==> src/rtl/gold_scrambler_if.sv <==
// gold_scrambler_if: I/Q sample stream into and out of the Gold-code scrambler.
interface gold_scrambler_if #(parameter int DATA_W = 8);
    logic              i_valid, o_ready, o_valid, i_ready, o_sof;
    logic [DATA_W-1:0] i_i, i_q, o_i, o_q;
    logic [1:0]        o_r;
    modport master (output i_valid, i_i, i_q, i_ready, input o_ready, o_valid, o_i, o_q, o_r, o_sof);
    modport slave  (input i_valid, i_i, i_q, i_ready, output o_ready, o_valid, o_i, o_q, o_r, o_sof);
endinterface

==> src/rtl/gold_scrambler.sv <==
// gold_scrambler: rotates I/Q samples by R*90deg from a seekable 18-bit Gold code, restarting every frame.
// Optional GOLD_SCRAMBLER_BYPASS_EN adds i_bypass to pass samples unrotated while the code keeps advancing.
module gold_scrambler #(
    parameter int DATA_W    = 8,
    parameter int FRAME_LEN = 16200,
    parameter int SEED_N    = 0
) (
    input  logic        i_clk,
    input  logic        i_reset,
    input  logic [17:0] i_code_n,
    input  logic        i_code_load,
    output logic        o_busy,
`ifdef GOLD_SCRAMBLER_BYPASS_EN
    input  logic        i_bypass,
`endif
    gold_scrambler_if.slave s
);
    localparam int CW = (FRAME_LEN > 1) ? $clog2(FRAME_LEN) : 1;
    localparam logic [CW-1:0] LAST = CW'(FRAME_LEN - 1);
    localparam logic [17:0] X_BASE = 18'h00001;
    localparam logic [17:0] Y_BASE = 18'h3FFFF;
    localparam logic [DATA_W-1:0] MIN_V = {1'b1, {(DATA_W-1){1'b0}}};
    localparam logic [DATA_W-1:0] MAX_V = ~MIN_V;

    typedef enum logic {SEEK, RUN} state_t;

    state_t      state, state_d;
    logic [17:0] x, x_d, y, y_d, seed_x, seed_d, n, n_d, seek_cnt, seek_d;
    logic [CW-1:0] sym_cnt, sym_d;
    logic [1:0]  r_cur, r_app;
    logic        xfer;
    logic [DATA_W-1:0] rot_i, rot_q;

    function automatic logic [17:0] x_step(input logic [17:0] v);
        return {v[7] ^ v[0], v[17:1]};
    endfunction

    function automatic logic [17:0] y_step(input logic [17:0] v);
        return {v[10] ^ v[7] ^ v[5] ^ v[0], v[17:1]};
    endfunction

    // Negation saturates so that the most negative sample cannot wrap to itself.
    function automatic logic [DATA_W-1:0] neg(input logic [DATA_W-1:0] v);
        return (v == MIN_V) ? MAX_V : -v;
    endfunction

    assign r_cur = {^{x[4], x[6], x[15], y[5], y[6], y[15:8]}, x[0] ^ y[0]};
`ifdef GOLD_SCRAMBLER_BYPASS_EN
    assign r_app = i_bypass ? 2'd0 : r_cur;
`else
    assign r_app = r_cur;
`endif

    assign rot_i = (r_app == 2'd0) ? s.i_i : (r_app == 2'd1) ? neg(s.i_q) : (r_app == 2'd2) ? neg(s.i_i) : s.i_q;
    assign rot_q = (r_app == 2'd0) ? s.i_q : (r_app == 2'd1) ? s.i_i : (r_app == 2'd2) ? neg(s.i_q) : neg(s.i_i);

    // A code load blocks acceptance in the same cycle so upstream never sees a dropped sample.
    assign o_busy    = (state == SEEK) && (seek_cnt != n);
    assign s.o_ready = (state == RUN) && !i_code_load && (!s.o_valid || s.i_ready);
    assign xfer      = s.i_valid && s.o_ready;

    always_ff @(posedge i_clk) begin
        if (i_reset) begin
            state    <= SEEK;
            x        <= X_BASE;
            y        <= Y_BASE;
            seed_x   <= X_BASE;
            n        <= 18'(SEED_N);
            seek_cnt <= '0;
            sym_cnt  <= '0;
        end else begin
            state    <= state_d;
            x        <= x_d;
            y        <= y_d;
            seed_x   <= seed_d;
            n        <= n_d;
            seek_cnt <= seek_d;
            sym_cnt  <= sym_d;
        end
    end

    always_comb begin
        state_d = state;
        x_d     = x;
        y_d     = y;
        seed_d  = seed_x;
        n_d     = n;
        seek_d  = seek_cnt;
        sym_d   = sym_cnt;
        if (i_code_load) begin
            n_d     = i_code_n;
            x_d     = X_BASE;
            seek_d  = '0;
            sym_d   = '0;
            state_d = SEEK;
        end else if (state == SEEK) begin
            if (seek_cnt == n) begin
                seed_d  = x;
                y_d     = Y_BASE;
                state_d = RUN;
            end else begin
                x_d    = x_step(x);
                seek_d = seek_cnt + 18'd1;
            end
        end else if (xfer) begin
            x_d   = (sym_cnt == LAST) ? seed_x : x_step(x);
            y_d   = (sym_cnt == LAST) ? Y_BASE : y_step(y);
            sym_d = (sym_cnt == LAST) ? '0 : sym_cnt + CW'(1);
        end
    end

    always_ff @(posedge i_clk) begin
        if (i_reset) begin
            s.o_valid <= 1'b0;
            s.o_i     <= '0;
            s.o_q     <= '0;
            s.o_r     <= '0;
            s.o_sof   <= 1'b0;
        end else if (xfer) begin
            s.o_valid <= 1'b1;
            s.o_i     <= rot_i;
            s.o_q     <= rot_q;
            s.o_r     <= r_app;
            s.o_sof   <= (sym_cnt == '0);
        end else if (s.i_ready) begin
            s.o_valid <= 1'b0;
        end
    end
endmodule

==> src/flat_wrapper.sv <==
// flat-port wrapper written by rule: the top's interface ports become plain ports
module gold_scrambler_flat 
#(
    parameter int DATA_W    = 8,
    parameter int FRAME_LEN = 16200,
    parameter int SEED_N    = 0
)
  (i_clk, i_reset, i_code_n, i_code_load, o_busy, s_i_valid, s_i_i, s_i_q, s_i_ready, s_o_ready, s_o_valid, s_o_i, s_o_q, s_o_r, s_o_sof);
  gold_scrambler_if #(.DATA_W(DATA_W)) s_i ();
  input  logic i_clk;
  input  logic i_reset;
  input  logic [17:0] i_code_n;
  input  logic i_code_load;
  output logic o_busy;
  input wire logic [$bits(s_i.i_valid)-1:0] s_i_valid;
  input wire logic [$bits(s_i.i_i)-1:0] s_i_i;
  input wire logic [$bits(s_i.i_q)-1:0] s_i_q;
  input wire logic [$bits(s_i.i_ready)-1:0] s_i_ready;
  output wire logic [$bits(s_i.o_ready)-1:0] s_o_ready;
  output wire logic [$bits(s_i.o_valid)-1:0] s_o_valid;
  output wire logic [$bits(s_i.o_i)-1:0] s_o_i;
  output wire logic [$bits(s_i.o_q)-1:0] s_o_q;
  output wire logic [$bits(s_i.o_r)-1:0] s_o_r;
  output wire logic [$bits(s_i.o_sof)-1:0] s_o_sof;
  assign s_i.i_valid = s_i_valid;
  assign s_i.i_i = s_i_i;
  assign s_i.i_q = s_i_q;
  assign s_i.i_ready = s_i_ready;
  assign s_o_ready = s_i.o_ready;
  assign s_o_valid = s_i.o_valid;
  assign s_o_i = s_i.o_i;
  assign s_o_q = s_i.o_q;
  assign s_o_r = s_i.o_r;
  assign s_o_sof = s_i.o_sof;
  gold_scrambler #(.DATA_W(DATA_W), .FRAME_LEN(FRAME_LEN), .SEED_N(SEED_N)) u_core (.i_clk(i_clk), .i_reset(i_reset), .i_code_n(i_code_n), .i_code_load(i_code_load), .o_busy(o_busy), .s(s_i));
endmodule
==> config.mk <==
export PLATFORM = sky130hd
export DESIGN_NAME = gold_scrambler_flat
export DESIGN_NICKNAME = d
export VERILOG_FILES = /design/src/rtl/gold_scrambler_if.sv /design/src/rtl/gold_scrambler.sv /design/src/flat_wrapper.sv
export SDC_FILE = /design/constraint.sdc
export NUM_CORES = 1
export LEC_CHECK = 0
export ABC_AREA = 1
export BUFFER_PORTS_ARGS = -buffer_cell sky130_fd_sc_hd__buf_2
export CAP_MARGIN = 20
export CORE_UTILIZATION = 60
export CTS_CLUSTER_SIZE = 16
export DETAILED_ROUTE_END_ITERATION = 6
export PLACE_DENSITY = 0.81
export SLEW_MARGIN = 5
export SYNTH_ARGS = -nofsm -noshare
export SYNTH_HDL_FRONTEND = slang
export SYNTH_SLANG_ARGS = --single-unit
export TNS_END_PERCENT = 100
==> constraint.sdc <==
create_clock -name i_clk -period 4.76 [get_ports i_clk]
set_input_delay 0.238 -clock i_clk [delete_from_list [all_inputs] [get_ports i_clk]]
set_output_delay 0.238 -clock i_clk [all_outputs]
set_load 0.01 [all_outputs]
* Yosys cells after proc, flatten, opt, wreduce, memory -nomap -nowiden
Index checks and enable logic that the tools add are counted.
** Operators by class
- Add/subtract/negate cells :: 4
- $mul :: 0
- Div/mod/pow operators :: 0
- Magnitude comparators :: 0
- Eq/ne operators :: 9
- Shift-type cells :: 0
- Mux-type cells :: 21
- Bitwise operators :: 8
- Reduce and logical (&&, ||, !) cells :: 18
** Operators with widths (number)
- $mux W18 :: 8
- $mux W8 :: 8
- $add A18 B1 Y18 const B :: 1
- $eq A18 B18 Y1 :: 1
- $ne A18 B18 Y1 :: 1
- $eq A8 B8 Y1 const B :: 2
- $neg A8 Y8 :: 2
- $add A14 B1 Y14 const B :: 1
- $eq A14 B14 Y1 const B :: 1
- $logic_not A14 Y1 :: 1
- $mux W14 :: 1
- $reduce_xor A13 Y1 :: 1
- $reduce_and A2 Y1 :: 3
- $reduce_and A3 Y1 :: 2
- $xor A1 B1 Y1 :: 5
- $logic_and A1 B1 Y1 :: 4
- $mux W1 :: 4
- $reduce_bool A2 Y1 :: 2
- $not A1 Y1 :: 3
- $eq A2 B1 Y1 const B :: 1
- $eq A2 B2 Y1 const B :: 1
- $logic_not A1 Y1 :: 2
- $logic_not A2 Y1 :: 1
- $ne A2 B1 Y1 const B :: 1
- other kinds (3) :: 3
** Storage, ports and cells
- Register bits after elaboration :: 125
- Latch bits :: 0
- Bits in writable memories :: 0
- Memory bits (read-only) :: 0
- Bits of input ports :: 39
- Memories :: 0

* Longest topological paths before layout
Gate-level depths: netlist (run 1).
- Word-level depth :: 6
- Mapped depth :: 15
- Gate-level depth less buffers :: 15

* Worst setup path before layout (run 1)
OpenSTA, ideal clock, no wires.
- Path type :: reg2reg
- Start point :: reg u_core.seek_cnt[12]
- End point :: reg u_core.seed_x[11]
- Data arrival time :: 1.497 ns
- Required time :: 4.644 ns
- Slack :: 3.147 ns
- Stages on the path, launching flop included :: 10
- Path buffers :: 1
- Period minus slack after synthesis :: 1.613 ns
- Path through :: dfxtp_1 -> xnor2_1 -> nand4_1 -> nor3_1 -> nand3_2 -> nor2_2 -> nand2_4 -> buf_2 -> o21ai_0 -> nor2_1
** Between the ends
- Word-level cells in the longest chain between the ends :: 2
** Ends and longest elaborated chain
- start, declared :: RTL line gold_scrambler.sv:28 : logic [17:0] x, x_d, y, y_d, seed_x, seed_d, n, n_d, seek_cnt, seek_d;
- start signal, assigned :: RTL line gold_scrambler.sv:77 : seek_cnt <= seek_d;
- $eq A18 B18 Y1 :: RTL line gold_scrambler.sv:97 : if (seek_cnt == n) begin
- $reduce_and A3 Y1 (no source line)
- end signal, assigned :: RTL line gold_scrambler.sv:67 : seed_x <= X_BASE;
- end signal, assigned :: RTL line gold_scrambler.sv:75 : seed_x <= seed_d;
- end, declared :: RTL line gold_scrambler.sv:28
No other way between the ends.
A chain may end at the register's enable or synchronous reset.

* Worst setup path after layout (run 1)
- Start point :: reg u_core.seek_cnt[12]
- End point :: out o_busy
** Between the ends
- Word-level cells in the longest chain between the ends :: 2
** Ends and longest elaborated chain
- $ne A18 B18 Y1 :: RTL line gold_scrambler.sv:58 : assign o_busy = (state == SEEK) && (seek_cnt != n);
- $logic_and A1 B1 Y1 :: RTL line gold_scrambler.sv:58
- end, declared :: RTL line flat_wrapper.sv:14 : output logic o_busy;
No other way between the ends.

==> results of run 1 <==
## state kept, by name, summed over array words and instances, names as in the netlist
register / count
u_core.n: 18
u_core.seed_x: 18
u_core.seek_cnt: 18
u_core.x: 18
u_core.y: 18
u_core.sym_cnt: 14
u_core.s.o_i: 8
u_core.s.o_q: 8
u_core.s.o_r: 2
u_core.s.o_sof: 1
u_core.s.o_valid: 1
u_core.state: 1
## metrics by stage
stage,total power [uW],util [%]
floorplan,1230,-
global placement,1280,65.1
detailed placement,1280,65.1
CTS,2600,72.6
global route,2680,72.6
finish,2600,72.6
## area by class of cell
class                      count  area share [%]
inverter                      81            4.04
tap                          136            2.25
clock buffer                  19            5.84
sequential                   125            33.1
clock inverter                13            2.19
multi-input combinational    688            46.1
timing repair buffer          79            6.42
## critical path: stages, from the launching register on
cell and delay [ps]:
dfxtp_1 450, xnor2_1 170, nand4_1 120, nor3_1 220, nand3_2 190, nand2_4 240
inv_2 200, buf_2 190
## cell usage in the layout (no fill, tap or decap), types with 4 or more instances in the layout
cell type,Yosys,routed
nand2_1,218,218
nand2_4,4,4
nor3b_1,4,4
nand2_2,6,6
ha_1,5,5
xnor2_1,17,17
nor3_1,11,11
o211a_1,8,8
a21oi_1,48,48
nand3_1,62,62
inv_1,70,70
inv_2,9,9
dlygate4sd3_1,0,17
dfxtp_1,125,125
clkinvlp_4,0,4
o21ai_0,104,104
o211ai_1,19,19
o21ai_1,4,4
buf_2,11,60
clkbuf_16,0,16
xor2_1,17,17
nor4_1,6,6
nand4_1,9,9
nor2_1,110,110
## final timing paths
kind | startpoint | slack (ps) | end
worst max-delay path | u_core.seek_cnt[12] | 2230 | o_busy
worst min-delay path | i_code_n[2] | 30 | u_core.n[2]
worst max register to register | u_core.x[0] | 2350 | u_core.s.o_i[0]
worst min register to register | u_core.s.o_q[6] | 470 | u_core.s.o_q[6]
## routing by layer
layer | global-route usage [%] | wire [um] | up-vias
met4 | 11.8 | 325 | 0
met3 | 4.97 | 858 | 29
met5 | 0 | 0 | -
met2 | 48.9 | 7630 | 227
met1 | 37.9 | 7170 | 2896
li1 | - | - | 3214
## what timing repair did
item | in CTS | in global routing
resized for setup | 0 | 0
endpoints found under the hold margin | 17 | 0
setup endpoints to repair | 0 | 0
hold buffers | 17 | 0
## power groups by stage
stage	clock network (uW)	registers [uW]	logic [uW]
2_1_floorplan	0	1090	133
3_3_place_gp	0	1100	184
3_5_place_dp	0	1100	185
4_1_cts	1320	1080	198
5_1_grt	1370	1080	228
6_report	1320	1080	204
## logic make-up after synthesis
logic type | count (synthesis) | synth area share, %
flops | 125 | 38.5
xor+xnor | 34 | 4.58
fa+ha+maj | 5 | 0.962
buf+inv | 119 | 7.85
simple gates | 451 | 30.9
compound gates | 198 | 17.2
==> flow_metrics.py, run 1 <==
metrics = {
    "clocking": {
        "cts_max_path_buffers": 2,
        "htree_levels": 4,
        "clock-sinks": 125,
        "clk_pin_slew_ps": 60,
        "clockRootBuffer": "clkbuf_8",
        "cts_setup_buffers": 0,
        "clk_latency_ps": 520,
        "numCtsBuffers": 17,
        "cts_tree": "done",
    },
    "worst_setup_path": {
        "cp.required_ps": 4520,
        "crit_fanout": 18,
        "crit_path_end_kind": "output port",
        "r2r_cells": 7,
        "cp-start-kind": "flip-flop",
        "worst_ep_arrival_time_ps": 2300,
        "crit_type": "flip-flop to output port",
    },
    "floorplanning": {
        "initial_core_util_pct": 62.4,
        "placeableCoreArea_um2": 10400,
        "dieArea_um2": 11300,
        "ioPinCount": 61,
        "rows": 37,
        "die_w_um": 106,
        "dieHeight_um": 106,
    },
    "synth": {
        "synth_flop_cell": "dfxtp_1",
        "synth_cells": 932,
        "synth_top_cells_by_count": "218 x nand2_1, 125 x dfxtp_1, 110 x nor2_1, 104 x o21ai_0, 70 x inv_1",
        "syn-num-nets": 976,
        "yosysMostFrequentCell": "nand2_1",
        "avgSynthCellArea_um2": 6.97,
        "ys_top_cells_by_area": "dfxtp_1 38%, nand2_1 13%, o21ai_0 8.0%",
        "synthDistinctLibCells": 49,
        "yosysWarnings": 0,
        "synthArstFlopShare_pct": 0,
        "yosysSeqAreaShare_pct": 38.5,
        "synth_edf_count": 0,
        "synth_seq_cells": 125,
        "synth_top_area_share_pct": 38.5,
        "syn_area_um2": 6500,
        "yosys.area.top_type": "dfxtp_1",
    },
    "cells_and_area": {
        "drive_gt1_share_pct": 13.0,
        "layout.nets": 1036,
        "syn_to_final_growth_pct": 16.3,
        "finalInstanceArea_um2": 7560,
        "ff_latch_area_um2": 2500,
        "diodes": 0,
        "n_fill_cell": 849,
        "multi_input_area_um2": 3490,
        "stdcell_count": 1141,
    },
    "power": {
        "power.share.clock_pct": 50.7,
        "ir_drop_uv": 370,
        "pwr-share-comb_pct": 7.8,
        "p_switching_uw": 635,
        "switching_share_pct": 24.5,
        "p_leak_uw": 0.00330,
        "power.share.sequential_pct": 41.4,
        "p_int_uw": 1960,
        "powerDensity_nw_per_um2": 344,
    },
    "sta": {
        "maxSlewHeadroom_pct": 40.6,
        "hold_viol_final": 0,
        "drv_slew": 0,
        "fin_crit_ps": 2530,
        "fmax_ghz": 0.395,
        "fin_ws_ps": 2230,
        "period_share_pct": 53.2,
        "setup_viol": 0,
        "tightestPinTransition_ps": 885,
        "holdWs_ps": 29.8,
        "skew_ps": 9.01,
        "setup-tns-final_ps": 0,
        "rsz0062_at_grt": "no",
    },
    "drt": {
        "vias": 6366,
        "vias_per_cell": 5.58,
        "antenna_left": 0,
        "drt-wirelength-per-cell_um": 14.0,
        "wirelength_um": 16000,
        "drt_first_pass_iters": 5,
        "drtIter0Drc": 520,
        "drc": 0,
    },
    "grt": {
        "antenna_found_initial": 0,
        "grt_use_total_pct": 29.4,
        "grt_first_pass_wirelength_um": 26500,
        "grt_max_degree": 64,
        "grt_remaining_overflow": 0,
        "grt_pass1_vias": 5695,
    },
    "placed_design": {
        "place_area_um2": 6780,
        "dp_hpwl_um": 10300,
        "place_inst": 1092,
        "gp_congestion": 0.907,
        "pre_cts_ws_ps": 2100,
        "io_buffers": 60,
    },
    "min_path": {
        "hold_class": "input pin to flip-flop",
        "min_path_cells": 3,
    },
    "outcome": {
        "status": "finished clean",
    },
    "flow_run": {
        "cap_violations": 0,
    },
}
No activity file was read; power rests on OpenSTA's default activity.
==> run 2, diff against run 1 <==
Settings changed: ABC_AREA 1 to 0, CORE_UTILIZATION 60 to 53, PLACE_DENSITY 0.81 to 0.76.
Clock period 4.76 ns to 2.1 ns, I/O delays scaled along.
==> flow_metrics.py, run 2 <==
metrics = {
    "drt": {
        "drc": 0,
        "met1_length_um": 6870,
        "wl_met2_um": 8010,
        "drt-wirelength-per-cell_um": 16.1,
        "vias_per_cell": 5.64,
        "top_layer_used": "met4",
        "antenna_left": 0,
        "vias": 5582,
        "met3_length_um": 691,
        "drtIter0Drc": 274,
        "wirelength_um": 15900,
        "drt_first_pass_iters": 5,
    },
    "clocking": {
        "numCtsBuffers": 17,
        "clock-sinks": 125,
        "clk_latency_ps": 420,
        "htree_levels": 4,
        "cts_tree": "done",
        "clockRootBuffer": "clkbuf_16",
        "cts_max_path_buffers": 2,
        "clk_pin_slew_ps": 60,
    },
    "cells_and_area": {
        "diodes": 0,
        "syn_to_final_growth_pct": 34.9,
        "final_cell_mix": "112 x dfxtp_1, 107 x nor2_1, 71 x nand2_1, 62 x buf_4, 60 x buf_2",
        "layout.nets": 884,
        "layout_commonest_cell": "dfxtp_1",
        "stdcell_count": 989,
        "drive_gt1_share_pct": 28.0,
    },
    "power": {
        "powerDensity_nw_per_um2": 727,
        "finalPower_uw": 5940,
        "ir_drop_uv": 728,
        "p_leak_uw": 0.00339,
    },
    "grt": {
        "grt_pass1_vias": 5392,
        "grt_first_pass_wirelength_um": 24500,
        "grt_max_degree": 75,
        "antenna_found_initial": 0,
        "grt_use_total_pct": 26.6,
        "grt_remaining_overflow": 0,
    },
    "outcome": {
        "status": "finished, violations left",
        "violations": "setup timing",
    },
    "placed_design": {
        "pre_cts_ws_ps": -488,
        "gp_congestion": 0.858,
        "dp_hpwl_um": 9430,
        "place_inst": 925,
        "io_buffers": 60,
    },
    "worst_setup_path": {
        "crit_fanout": 8,
        "slowest_stage": "or4_4",
        "cp_slowest_stage_delay_ps": 500,
        "r2r_cells": 7,
        "crit_type": "flip-flop to flip-flop",
        "crit-reg2reg-launch": "u_core.n[15]",
        "regToRegSetupSlack_ps": -270,
        "cp-start-kind": "flip-flop",
        "cp.required_ps": 2410,
        "worst_ep_arrival_time_ps": 2680,
        "critical_path.cell_chain": "xor2_2 -> nor4_4 -> nand3_2 -> or4_4 -> and2_4 -> or3_4 -> a21o_1",
        "r2r_end": "u_core.y[0]",
        "crit_path_end_kind": "flip-flop",
    },
    "min_path": {
        "min-delay-start": "s_i_q[7]",
        "min_path_cells": 5,
        "hold_class": "input pin to flip-flop",
        "min_to": "u_core.s.o_i[7]",
    },
    "synth": {
        "syn-num-nets": 753,
        "synth_edf_count": 0,
        "yosysMostFrequentCell": "dfxtp_1",
        "yosysSeqAreaShare_pct": 41.3,
        "syn_area_um2": 6060,
        "yosysWarnings": 0,
        "synth_seq_cells": 125,
        "yosys.area.top_type": "dfxtp_1",
        "synth_flop_cell": "dfxtp_1",
        "avgSynthCellArea_um2": 8.55,
        "synth_cells": 709,
        "synthArstFlopShare_pct": 0,
        "synth_top_area_share_pct": 41.3,
        "synthDistinctLibCells": 50,
        "ys_top_cells_by_area": "dfxtp_1 41%, nor2_1 6.7%, mux2i_1 5.8%",
        "synth_top_cells_by_count": "125 x dfxtp_1, 108 x nor2_1, 75 x nand2_1, 37 x clkbuf_1, 35 x mux2i_1",
    },
    "sta": {
        "maxSlewHeadroom_pct": 44.5,
        "rsz0062_at_grt": "yes",
        "fin_crit_ps": 2370,
        "skew_ps": 10.8,
        "tightestPinTransition_ps": 832,
        "drv_slew": 0,
        "setup_viol": 38,
        "period_share_pct": 113,
        "fin_ws_ps": -269,
        "hold_viol_final": 0,
        "fmax_ghz": 0.422,
    },
    "floorplanning": {
        "rows": 38,
        "ioPinCount": 61,
        "placeableCoreArea_um2": 11000,
        "initial_core_util_pct": 55.2,
        "die_w_um": 109,
        "dieHeight_um": 109,
        "dieArea_um2": 11900,
    },
    "flow_run": {
        "cap_violations": 0,
    },
}
run 2: cell types whose count changed in the layout (fill, tap and decap cells not counted), sizes merged, moves of 9 or more:
cell,before,now
nand2,228,75
o21ai,108,13
buf,62,135
inv,80,13
nand3,65,15
mux2i,0,35
a311oi,0,20
or3,0,20
nand2b,0,19
a21o,0,17
a21oi,50,33
xnor2,17,29
xor2,17,29
o211ai,19,10
run 2: worst max-delay path: cells and delay by family (launching register included):
family / cells / cell delay, ps
compound gates: 1 / 160
simple gates: 5 / 1560
flops: 1 / 340
xor+xnor: 1 / 200
run 2: logic make-up after synthesis:
family / synth area share, %
mux: 6.90
compound gates: 13.7
simple gates: 23.3
flops: 41.3
buf+inv: 4.29
xor+xnor: 9.50
fa+ha+maj: 1.03
run 2: area by class of cell:
type | count | area [um2]
Clock buffer | 21 | 460
Clock inverter | 7 | 116
Inverter | 13 | 48.8
Multi-Input combinational cell | 526 | 3620
Tap cell | 140 | 175
Sequential cell | 125 | 2520
Fill cell | 713 | 2810
Timing Repair Buffer | 157 | 1230
run 2: how the worst max path moves through the flow:
stage	startpoint	end	slack, ps	cells after the start
final	u_core.n[15]	u_core.y[0]	-270	7
after global routing	u_core.n[5]	u_core.y[0]	-320	7
after CTS	u_core.n[16]	u_core.y[0]	-230	7
after detailed placement	u_core.n[11]	u_core.y[0]	-490	8
after global placement	u_core.n[11]	u_core.y[13]	-390	8
after floorplan	u_core.n[11]	u_core.y[10]	-290	10
run 2: layer usage:
layer	track usage, %	up-vias
met5	0	-
met4	12.0	0
met3	6.40	28
met2	45.9	145
met1	31.0	2669
li1	-	2740
run 2: what timing repair did:
action	CTS	global route
cloned	2	4
pin swaps	40	30
hold endpoints to repair	19	0
setup endpoints to repair	56	84
gates resized for setup	18	59
hold buffers	19	0
buffers inserted	3	9
run 2: report_power, final:
group / switching (uW) / internal [uW] / leakage, uW
Sequential: 30.7 / 2410 / 0.00102
Clock: 1010 / 1900 / 0.000281
Combinational: 313 / 284 / 0.00209
Total: 1350 / 4590 / 0.00339
run 2: per-stage QoR:
stage | hold WS (ps) | util, % | TNS (ps) | area [um2]
finish | 123 | 74.4 | -5010 | 8180
CTS | 126 | 70.8 | -3950 | 7770
global route | 143 | 74.4 | -9170 | 8180
detailed placement | 348 | 63.1 | -11250 | 6930
floorplan | 253 | - | -4200 | 6100
global placement | 339 | 63.1 | -8450 | 6930
